$ cat src/rtl/rng_pkg.sv
// rng_pkg: shared state type, default LCG constants and the LCG step function for rng_roller
package rng_pkg;
  typedef enum logic {S_IDLE, S_ROLL} roll_state_e;
  localparam int DEF_WIDTH = 4;
  localparam int DEF_LCG_A = 9;
  localparam int DEF_LCG_C = 15;
  localparam int DEF_SEED = 0;
  function automatic logic [63:0] lcg_next(input logic [63:0] x, input logic [63:0] a, input logic [63:0] c);
    return x * a + c;
  endfunction
endpackage

$ cat src/rtl/rng_roller_if.sv
// rng_roller_if: roll control/status bundle; master drives start/stop/seed, slave returns value/busy/done
interface rng_roller_if #(parameter int WIDTH = 4) ();
  logic i_start;
  logic i_stop;
  logic i_seed_load;
  logic [WIDTH-1:0] i_seed;
  logic [WIDTH-1:0] o_random_out;
  logic o_busy;
  logic o_done;
  modport master (output i_start, i_stop, i_seed_load, i_seed, input o_random_out, o_busy, o_done);
  modport slave (input i_start, i_stop, i_seed_load, i_seed, output o_random_out, o_busy, o_done);
endinterface

$ cat src/rtl/lcg_core.sv
// lcg_core: free-running LCG register; ports i_clk, i_rst_n (async low), i_seed_load/i_seed (load), o_state
module lcg_core import rng_pkg::*; #(
  parameter int WIDTH = DEF_WIDTH,
  parameter int LCG_A = DEF_LCG_A,
  parameter int LCG_C = DEF_LCG_C,
  parameter int SEED = DEF_SEED
) (
  input  logic             i_clk,
  input  logic             i_rst_n,
  input  logic             i_seed_load,
  input  logic [WIDTH-1:0] i_seed,
  output logic [WIDTH-1:0] o_state
);
  always_ff @(posedge i_clk or negedge i_rst_n)
    if (!i_rst_n) o_state <= WIDTH'(SEED);
    else o_state <= i_seed_load ? i_seed : WIDTH'(lcg_next(64'(o_state), 64'(LCG_A), 64'(LCG_C)));
endmodule

$ cat src/rtl/rng_roller.sv
// rng_roller: dice roller sampling an LCG N_STEPS times with growing gaps
// ports: i_clk, i_rst_n (async low), bus (slave: start/stop/seed in; random_out/busy/done out)
module rng_roller import rng_pkg::*; #(
  parameter int WIDTH = DEF_WIDTH,
  parameter int LCG_A = DEF_LCG_A,
  parameter int LCG_C = DEF_LCG_C,
  parameter int SEED = DEF_SEED,
  parameter int N_STEPS = 16,
  parameter int PRESCALE = 1
) (
  input logic i_clk,
  input logic i_rst_n,
  rng_roller_if.slave bus
);
  localparam int GW = $clog2(N_STEPS * PRESCALE + 1);
  localparam int SW = $clog2(N_STEPS + 1);
  roll_state_e state_r, state_n;
  logic [SW-1:0] step_r, step_n;
  logic [GW-1:0] gap_r, gap_n;
  logic [WIDTH-1:0] x, out_r, out_n;
  logic done_r, done_n, hit, last;
  lcg_core #(.WIDTH(WIDTH), .LCG_A(LCG_A), .LCG_C(LCG_C), .SEED(SEED)) u_lcg (
    .i_clk(i_clk),
    .i_rst_n(i_rst_n),
    .i_seed_load(bus.i_seed_load),
    .i_seed(bus.i_seed),
    .o_state(x)
  );
  // after sample k the next one is due k*PRESCALE cycles later; step_r == N_STEPS-1 means the next sample is the final one
  assign hit = int'(gap_r) == int'(step_r) * PRESCALE - 1;
  assign last = int'(step_r) == N_STEPS - 1;
  always_comb begin
    state_n = state_r;
    step_n = step_r;
    gap_n = gap_r;
    out_n = out_r;
    done_n = 1'b0;
    if (state_r == S_IDLE) begin
      if (bus.i_start) begin
        out_n = x;
        step_n = SW'(1);
        gap_n = '0;
        done_n = N_STEPS == 1;
        state_n = N_STEPS == 1 ? S_IDLE : S_ROLL;
      end
    end else if (bus.i_stop) begin
      out_n = x;
      done_n = 1'b1;
      state_n = S_IDLE;
    end else if (bus.i_start) begin
      out_n = x;
      step_n = SW'(1);
      gap_n = '0;
    end else if (hit) begin
      out_n = x;
      step_n = step_r + SW'(1);
      gap_n = '0;
      done_n = last;
      state_n = last ? S_IDLE : S_ROLL;
    end else begin
      gap_n = gap_r + GW'(1);
    end
  end
  always_ff @(posedge i_clk or negedge i_rst_n)
    if (!i_rst_n) begin
      state_r <= S_IDLE;
      step_r <= '0;
      gap_r <= '0;
      out_r <= '0;
      done_r <= 1'b0;
    end else begin
      state_r <= state_n;
      step_r <= step_n;
      gap_r <= gap_n;
      out_r <= out_n;
      done_r <= done_n;
    end
  assign bus.o_random_out = out_r;
  assign bus.o_busy = state_r == S_ROLL;
  assign bus.o_done = done_r;
endmodule

$ cat src/flat_wrapper.sv
// flat-port wrapper written by rule: the top's interface ports become plain ports
module rng_roller_flat import rng_pkg::*;
#(
  parameter int WIDTH = DEF_WIDTH,
  parameter int LCG_A = DEF_LCG_A,
  parameter int LCG_C = DEF_LCG_C,
  parameter int SEED = DEF_SEED,
  parameter int N_STEPS = 16,
  parameter int PRESCALE = 1
)
  (i_clk, i_rst_n, bus_i_start, bus_i_stop, bus_i_seed_load, bus_i_seed, bus_o_random_out, bus_o_busy, bus_o_done);
  rng_roller_if #(.WIDTH(WIDTH)) bus_i ();
  input logic i_clk;
  input logic i_rst_n;
  input wire logic [$bits(bus_i.i_start)-1:0] bus_i_start;
  input wire logic [$bits(bus_i.i_stop)-1:0] bus_i_stop;
  input wire logic [$bits(bus_i.i_seed_load)-1:0] bus_i_seed_load;
  input wire logic [$bits(bus_i.i_seed)-1:0] bus_i_seed;
  output wire logic [$bits(bus_i.o_random_out)-1:0] bus_o_random_out;
  output wire logic [$bits(bus_i.o_busy)-1:0] bus_o_busy;
  output wire logic [$bits(bus_i.o_done)-1:0] bus_o_done;
  assign bus_i.i_start = bus_i_start;
  assign bus_i.i_stop = bus_i_stop;
  assign bus_i.i_seed_load = bus_i_seed_load;
  assign bus_i.i_seed = bus_i_seed;
  assign bus_o_random_out = bus_i.o_random_out;
  assign bus_o_busy = bus_i.o_busy;
  assign bus_o_done = bus_i.o_done;
  rng_roller #(.WIDTH(WIDTH), .LCG_A(LCG_A), .LCG_C(LCG_C), .SEED(SEED), .N_STEPS(N_STEPS), .PRESCALE(PRESCALE)) u_core (.i_clk(i_clk), .i_rst_n(i_rst_n), .bus(bus_i));
endmodule
$ cat config.mk
export PLATFORM = sky130hd
export DESIGN_NAME = rng_roller_flat
export DESIGN_NICKNAME = d
export VERILOG_FILES = /design/src/rtl/rng_pkg.sv /design/src/rtl/rng_roller_if.sv /design/src/rtl/lcg_core.sv /design/src/rtl/rng_roller.sv /design/src/flat_wrapper.sv
export SDC_FILE = /design/constraint.sdc
export NUM_CORES = 1
export LEC_CHECK = 0
export ABC_CLOCK_PERIOD_IN_PS = 2300
export CORE_MARGIN = 2
export CORE_UTILIZATION = 31
export CTS_BUF_LIST = sky130_fd_sc_hd__clkbuf_16
export DETAILED_ROUTE_END_ITERATION = 10
export PLACE_DENSITY = 0.58
export SLEW_MARGIN = 20
export SYNTH_ARGS = -nofsm -noshare
export SYNTH_HDL_FRONTEND = slang
export SYNTH_SLANG_ARGS = --single-unit
$ cat constraint.sdc
create_clock -name i_clk -period 2.3 [get_ports i_clk]
set_input_delay 0.46 -clock i_clk [delete_from_list [all_inputs] [get_ports i_clk]]
set_output_delay 0.46 -clock i_clk [all_outputs]
set_load 0.005 [all_outputs]
Word level (Yosys, flattened, before mapping). Index checks and enable logic that the tools add are counted.

Bits in registers: 20. Bits in latches: 0. Memory bits (writable): 0. Memory bits (read-only): 0. Input port bits: 9. Output and inout bits: 6. Word-level logic and storage cells: 45. Memories: 0.

Add/subtract/negate cells: 4. Multiply operators: 1. Divide/modulo/power cells: 0. Magnitude comparators: 0. Equality and inequality tests: 3. Shift-type cells: 0. Mux-type cells: 26. Bitwise logic cells: 0. Reduce and logical (&&, ||, !) cells: 5.

Operators with widths (number): $mux 5 (10); $eq 6x32->1 (1); $mux 4 (6); $add 5x1->5 const B (2); $mux 1 (10); $sub 5x1->6 const B (1); $eq 5x5->1 const B (1); $add 4x4->4 const B (1); $mul 4x4->4 const B (1); $reduce_and 2->1 (2); $reduce_and 3->1 (1); $reduce_bool 3->1 (1); $ne 2x2->1 const B (1); $reduce_bool 2->1 (1).

Depth between registers and ports, before layout. Gate-level depths: netlist (run 1).

Word-level depth: 6. Mapped depth: 8. Depth with buffers taken out: 7.

Hierarchy. Synthesis (run 1) repeated with hierarchy kept, for this count alone.

Cells, all modules: 115. Area, all modules: 1196.1 um^2.

By module, submodules not included: rng_roller (times used 1, cells an instance 97, area an instance 992.2 um^2); lcg_core (times used 1, cells an instance 18, area an instance 203.9 um^2).

Least setup slack after synthesis (run 1). No wires, ideal clock.

Path type: register to register. From: reg u_core.step_r[0]. To: reg u_core.step_r[1]. Arrival: 2.056 ns. Required time: 2.236 ns. Slack: 0.179 ns. Stages on the path, launching flop included: 9. Buffers on the path: 1. Clock period less this slack: 2.121 ns. Cell sequence: dfrtp_1 -> inv_1 -> ha_1 -> nor3b_2 -> xnor2_1 -> or4_1 -> buf_2 -> o32ai_1 -> a22o_2.

Word-level cells in the longest chain between the ends: 5. Elaborated cells on any way between the ends: 9. Those cells by class: add/sub (2); eq/ne (1); mux (4); reduce/logical (2).

RTL lines: from (decl) (line rng_roller.sv:18) `logic [SW-1:0] step_r, step_n;`; from (signal assigned) (line rng_roller.sv:73) `step_r <= step_n;`; branches (longest 5 deep; another with $sub 5x1->6).

Parallel ways; which one is timed is not known. The select of a mux whose other input is x is not followed. A chain may end at the register's enable or synchronous reset.

Worst setup path in the final report (run 1).
From: reg u_core.step_r[1]. To: reg u_core.step_r[4].

Same word-level chain as after synthesis.

==> impl_metrics.csv, run 1 <==
group,metric,value,unit
clocking,cts_tree,"yes",
yosys,synth_most_common_cell,"dfrtp_1",
yosys,synth_top_family_by_area,"compound AO/OA/AOI/OAI gates",
floorplanning,fp.coreArea,3689,um^2
finish,multi_input_area,644.4,um^2
clocking,numCtsBuffers,3,
yosys,yosys-top-cells-area,"dfrtp_1 42%, mux2_2 5.6%, ha_1 5.2%",
route,postRouteAntennaNets,0,
clocking,htree_levels,1,
yosys,syn_inst,116,
clocking,path_clk_slew,0.05,ns
route,viasPerCell,5.269,
setup_path,cp_max_fo,8,
global_route,grt_pass1_vias,997,
setup_path,cp-start-kind,"flip-flop",
power_and_ir_drop,power_frac_comb,53.1,%
yosys,async_flop_share,100.0,%
finish,drive_gt1_share,19.40,%
global_route,grt_use_total,12.96,%
yosys,synthSimpleGateAreaFrac,12.27,%
outcome,outcome,"finished clean",
floorplanning,die_w,66.31,um
yosys,ys_types,33,
placed_design,place.gp.congestion,0.8337,
yosys,syn_area,1204,um^2
finish,fillers,380,
placed_design,io_buffers,14,
clocking,root_buffer,"clkbuf_16",
sta,tns,0,ns
power_and_ir_drop,p_total,1.836,mW
setup_path,worstSetupPathType,"reg -> reg",
worst_hold_path,whs_path_depth,1,
placed_design,dp_hpwl,1.847,mm
route,firstDrtPassIters,4,
worst_hold_path,hold_end,"u_core.bus.o_random_out[3]",
clocking,postCtsHoldBufs,0,
sta,slew_headroom,72.72,%
setup_path,crit_path_top_delay_cell,"nor4_1",
setup_path,crit_chain,"inv_1 -> ha_1 -> nor3b_2 -> xnor2_1 -> nor4_1 -> buf_4 -> a21oi_1 -> a22o_1",
clocking,cts_buffer_depth,2,
power_and_ir_drop,ir_drop,0.4626,mV
yosys,synth-main-ff-cell,"dfrtp_1",
job,drv_cap,0,
setup_path,r2r_start,"u_core.step_r[1]",
global_route,grt_overflow,0,
setup_path,crit_path_end_kind,"flip-flop",
floorplanning,die_y,66.31,um
finish,post-route-util,41.04,%
sta,finalMaxSlewViolations,0,
power_and_ir_drop,p_per_area,1213,nW/um^2
finish,antenna_cells,0,
yosys,synth_common_cells,"20 x dfrtp_1, 11 x inv_1, 11 x nand2_1",
floorplanning,ioPinCount,15,
route,wl_per_cell,13.79,um
sta,fin_crit,2.182,ns
power_and_ir_drop,p_seq_share,27.9,%
setup_path,worst_ep_required_time,2.44,ns
yosys,synthMuxAreaShare,5.613,%
setup_path,r2r_cells,8,
yosys,synth_compound_area_share,18.81,%
sta,finalSetupViolCount,0,
global_route,antenna_found_initial,0,
power_and_ir_drop,clkPwrFrac,19.0,%
setup_path,cp_data_arrival_time,2.32,ns
clocking,clock_sinks,20,
yosys,synth-xor-area-share,8.732,%
yosys,synthesis.nets,131,
route,drtIter0Drc,24,
setup_path,worstReg2RegEnd,"u_core.step_r[4]",
setup_path,crit_path_max_incr_delay,0.42,ns
floorplanning,fp-row-count,22,
sta,max_freq,458.3,MHz
placed_design,dp_slack,0.04147,ns
yosys,synth-edff-count,0,
yosys,ys_seq_area_share,41.58,%
floorplanning,start_util,32.63,%
floorplanning,die_area,4397,um^2
yosys,synth_area_leader_cell,"dfrtp_1",
route,wirelength,2.509,mm
worst_hold_path,hp-start,"u_core.bus.o_random_out[3]",
worst_hold_path,min_path_type,"reg -> reg",
route,vias,959,
global_route,grt_pass1_wl,4.353,mm
power_and_ir_drop,p_int,1.149,mW
power_and_ir_drop,p_sw_share,37.41,%
clocking,cts_setup_buffers,0,
finish,regArea,500.5,um^2
yosys,syn_area_per_cell,10.38,um^2
finish,final_nets,151,
route,route.detailed.drc,0,
yosys,ys_seq_elements,20,
yosys,ys_warn_count,0,
finish,areaGrowthSynthToFinish,25.78,%
setup_path,reg2reg_slack,0.12,ns
clocking,post_cts_resized,0,
sta,worst_pin_slew,0.4039,ns
power_and_ir_drop,p_leak,0.6513,nW
sta,fin_ws,0.1178,ns
yosys,synth_fa_ha_area_share,6.861,%
yosys,netlist.area_leader.share,41.58,%
clocking,worstSkewPairLatency,0.25,ns
sta,fin_skew,0.003344,ns
global_route,grt_max_degree,21,
power_and_ir_drop,switching_power,0.6870,mW
sta,hold_slack,0.5064,ns
sta,post-route-period-util,94.88,%
sta,final_hold_viol_count,0,
[metal layers]
metal / global-route usage, % / part of all wire (%)
met5: 0 / 0
met4: 4.847 / 3.1
met3: 2.555 / 3.5
met2: 23.75 / 49
met1: 14.63 / 44
[worst max-delay path, delay by kind of cell, from the launching register on]
kind,cells,cell delay [ns]
compound gates,2,0.37
xor+xnor,1,0.16
fa+ha+maj,1,0.20
buf+inv,2,0.34
flops,1,0.41
simple gates,2,0.59
[state kept, by name, indices dropped and copies added (netlist names)]
name                     flops
u_core.gap_r                 5
u_core.step_r                5
u_core.bus.o_random_out      4
u_core.u_lcg.o_state         4
u_core.bus.o_busy            1
u_core.bus.o_done            1
[layout by cell type, fill, tap and decap left out, types with 2 or more instances in the layout]
| cell type | n |
|---|---|
| dfrtp_1 | 20 |
| a21oi_1 | 3 |
| clkdlybuf4s50_1 | 14 |
| nand2_1 | 11 |
| ha_1 | 5 |
| buf_4 | 7 |
| nand3_1 | 5 |
| o21ai_0 | 4 |
| inv_1 | 11 |
| a32o_1 | 5 |
| and3_2 | 2 |
| xnor2_1 | 6 |
| clkbuf_16 | 3 |
| o41ai_1 | 5 |
| o2bb2ai_1 | 2 |
| mux2_2 | 6 |
| xor2_1 | 3 |
| nor2_1 | 4 |
[worst max-delay path by stage]
stage                                            end  cells past startpoint  slack (ns)        startpoint
after floorplan                     u_core.step_r[1]                      8        0.18  u_core.step_r[0]
after global placement    u_core.bus.o_random_out[1]                      5        0.12  u_core.step_r[2]
after detailed placement            u_core.step_r[1]                      7        0.04  u_core.step_r[1]
after CTS                           u_core.step_r[1]                      7        0.03  u_core.step_r[1]
after global routing                u_core.step_r[2]                      7      -0.001  u_core.step_r[1]
final                               u_core.step_r[4]                      8        0.12  u_core.step_r[1]
[power by group through the flow]
stage	Clock, mW	Sequential (mW)	Combinational (mW)
after global placement	0	0.514	0.896
final	0.349	0.512	0.975
after detailed placement	0	0.518	0.913
after CTS	0.356	0.513	0.921
after floorplan	0	0.510	0.616
after global routing	0.374	0.528	1.07
[stage by stage]
stage                     cell area, um^2  cells
after floorplan                      1204    116
after global placement               1424    179
after detailed placement             1424    179
after CTS                            1499    182
after global routing                 1514    182
final                                1514    182
[cell families (layout without fill, tap and decap cells)]
family | after synthesis | count (layout)
simple gates | 29 | 29
compound gates | 28 | 28
flops | 20 | 20
buf+inv | 17 | 35
xor+xnor | 10 | 10
fa+ha+maj | 6 | 6
mux | 6 | 6
[area by class of cell]
class,count,share of cell area [%]
inverters,11,2.727
clock buffers,3,4.959
well taps,48,3.967
multi-input cells,79,42.56
repair buffers,21,12.73
flip-flops and latches,20,33.06
Power figures use the tool's default switching activity.
==> run 2, diff against run 1 <==
--- a/config.mk
+++ b/config.mk
@@ -6,6 +6,7 @@
 export NUM_CORES = 1
 export LEC_CHECK = 0
 export ABC_CLOCK_PERIOD_IN_PS = 2300
+export CAP_MARGIN = 20
 export CORE_MARGIN = 2
 export CORE_UTILIZATION = 31
 export CTS_BUF_LIST = sky130_fd_sc_hd__clkbuf_16
==> results of run 2 <==
No change in the layout: final DEF, timing and power equal those of run 1.
==> run 3, diff against run 2 <==
--- a/config.mk
+++ b/config.mk
@@ -6,12 +6,13 @@
 export NUM_CORES = 1
 export LEC_CHECK = 0
 export ABC_CLOCK_PERIOD_IN_PS = 2300
-export CAP_MARGIN = 20
+export CAP_MARGIN = 10
 export CORE_MARGIN = 2
 export CORE_UTILIZATION = 31
 export CTS_BUF_LIST = sky130_fd_sc_hd__clkbuf_16
 export DETAILED_ROUTE_END_ITERATION = 10
 export PLACE_DENSITY = 0.58
+export SKIP_LAST_GASP = 1
 export SLEW_MARGIN = 20
 export SYNTH_ARGS = -nofsm -noshare
 export SYNTH_HDL_FRONTEND = slang
==> run 3 against run 2 <==
- non-clock buffer count unchanged
- routed wire length up 1.8%
- cell area decreased by 0.50%
- clock power about the same
- critical endpoint is now u_core.step_r[1]
- largest power group unchanged
==> impl_metrics.csv, run 3 (synthesis results as in run 1) <==
group,metric,value,unit
sta,post-route-period-util,95.35,%
sta,finalMaxSlewViolations,0,
clocking,root_buffer,"clkbuf_16",
finish,final_common_cell,"dfrtp_1",
floorplanning,start_util,32.63,%
floorplanning,ioPinCount,15,
finish,drive_gt1_share,18.66,%
power_and_ir_drop,ir_drop,0.4609,mV
sta,slew_headroom,72.92,%
sta,fin_ws,0.1069,ns
sta,max_freq,456.0,MHz
finish,fillers,384,
placed_design,place.gp.congestion,0.8337,
finish,postLayoutCellArea,1506,um^2
placed_design,placed_cells,179,
setup_path,worstSetupPathType,"reg -> reg",
worst_hold_path,whs_path_depth,1,
sta,final_hold_viol_count,0,
clocking,clock_sinks,20,
clocking,htree_levels,1,
placed_design,io_buffers,14,
route,postRouteAntennaNets,0,
sta,worst_pin_slew,0.4010,ns
setup_path,worst_ep_required_time,2.49,ns
floorplanning,die_w,66.31,um
finish,instances_no_fill,182,
floorplanning,fp.coreArea,3689,um^2
placed_design,dp_hpwl,1.847,mm
clocking,path_clk_slew,0.05,ns
clocking,cts_tree,"yes",
route,wl_per_cell,14.03,um
route,firstDrtPassIters,4,
setup_path,r2r_cells,7,
route,drtIter0Drc,26,
worst_hold_path,hp-start,"u_core.bus.o_random_out[3]",
global_route,grt_max_degree,21,
route,route.detailed.drc,0,
finish,layout_common_cells,"20 x dfrtp_1, 14 x clkdlybuf4s50_1, 11 x inv_1, 11 x nand2_1, 7 x buf_4",
sta,fin_crit,2.193,ns
route,vias,957,
sta,rsz0062_at_grt,"yes",
power_and_ir_drop,p_leak,0.6490,nW
clocking,worstSkewPairLatency,0.25,ns
route,viasPerCell,5.258,
setup_path,crit_path_end_kind,"flip-flop",
worst_hold_path,min_path_type,"reg -> reg",
setup_path,r2r_start,"u_core.step_r[1]",
global_route,grt_pass1_vias,997,
setup_path,cp_max_fo,6,
setup_path,reg2reg_slack,0.11,ns
finish,antenna_cells,0,
clocking,cts_buffer_depth,2,
sta,finalSetupViolCount,0,
global_route,grt_pass1_wl,4.353,mm
finish,areaGrowthSynthToFinish,25.16,%
worst_hold_path,hold_end,"u_core.bus.o_random_out[3]",
global_route,antenna_found_initial,0,
setup_path,cp_data_arrival_time,2.39,ns
finish,reg_top3,"u_core.gap_r: 5 flops, u_core.step_r: 5 flops",
floorplanning,die_area,4397,um^2
floorplanning,die_y,66.31,um
global_route,grt_overflow,0,
power_and_ir_drop,p_per_area,1211,nW/um^2
finish,final_nets,151,
sta,fin_skew,0.003709,ns
route,wirelength,2.553,mm
floorplanning,fp-row-count,22,
placed_design,placed_area,1424,um^2
setup_path,worstReg2RegEnd,"u_core.step_r[1]",
clocking,numCtsBuffers,3,
job,drv_cap,0,
placed_design,dp_slack,0.04147,ns
clocking,postCtsHoldBufs,0,
setup_path,cp-start-kind,"flip-flop",
outcome,outcome,"finished clean",
global_route,grt_use_total,12.96,%
[run 3: changes by cell type in the layout (fill, tap and decap cells not counted)]
cell / delta
o32ai_1: +1
o32ai_2: -1
[run 3: area by class of cell]
cell class	count	area (um^2)	area share (%)
Multi-Input combinational cell	79	636.9	42.28
Timing Repair Buffer	21	192.7	12.79
Sequential cell	20	500.5	33.22
Clock buffer	3	75.07	4.983
Tap cell	48	60.06	3.987
Inverter	11	41.29	2.741
[run 3: how the worst max path moves through the flow]
stage,startpoint,cells past startpoint,to,slack [ns]
floorplan,u_core.step_r[0],8,u_core.step_r[1],0.18
global placement,u_core.step_r[2],5,u_core.bus.o_random_out[1],0.12
detailed placement,u_core.step_r[1],7,u_core.step_r[1],0.04
CTS,u_core.step_r[1],7,u_core.step_r[1],0.03
global route,u_core.step_r[1],7,u_core.step_r[1],-0.006
finish,u_core.step_r[1],7,u_core.step_r[1],0.11
[run 3: power breakdown]
group / leakage, nW / internal (mW) / switching, mW
clock: 0.0370 / 0.229 / 0.121
combinational: 0.359 / 0.475 / 0.487
sequential: 0.253 / 0.439 / 0.0728
[run 3: worst max-delay path: stages, from the launching register on]
cell and delay (ns):
dfrtp_1 0.41, inv_1 0.09, ha_1 0.20, nor3b_2 0.17, xnor2_1 0.16, or4_4 0.61, o32ai_1 0.31, a22o_2 0.19
[run 3: layer usage]
layer | track usage [%] | vias to the layer above | wire, um
met5 | 0 | - | 0
met4 | 4.847 | 0 | 47
met3 | 2.555 | 6 | 77
met2 | 23.75 | 22 | 1291
met1 | 14.63 | 470 | 1136
li1 | - | 459 | -
[run 3: through the flow]
step	utilization, %	power (mW)	TNS (ns)	hold slack [ns]
6_report	40.84	1.824	0	0.5062
5_1_grt	40.84	1.950	-0.005690	0.5243
4_1_cts	40.64	1.789	0	0.5090
3_5_place_dp	38.60	1.431	0	0.4930
3_3_place_gp	38.60	1.410	0	0.4911
2_1_floorplan	-	1.126	0	0.1644
[run 3: repair_timing]
action	CTS	global route
endpoints found under the setup margin	0	7
setup buffers	0	0
gates resized for setup	0	2
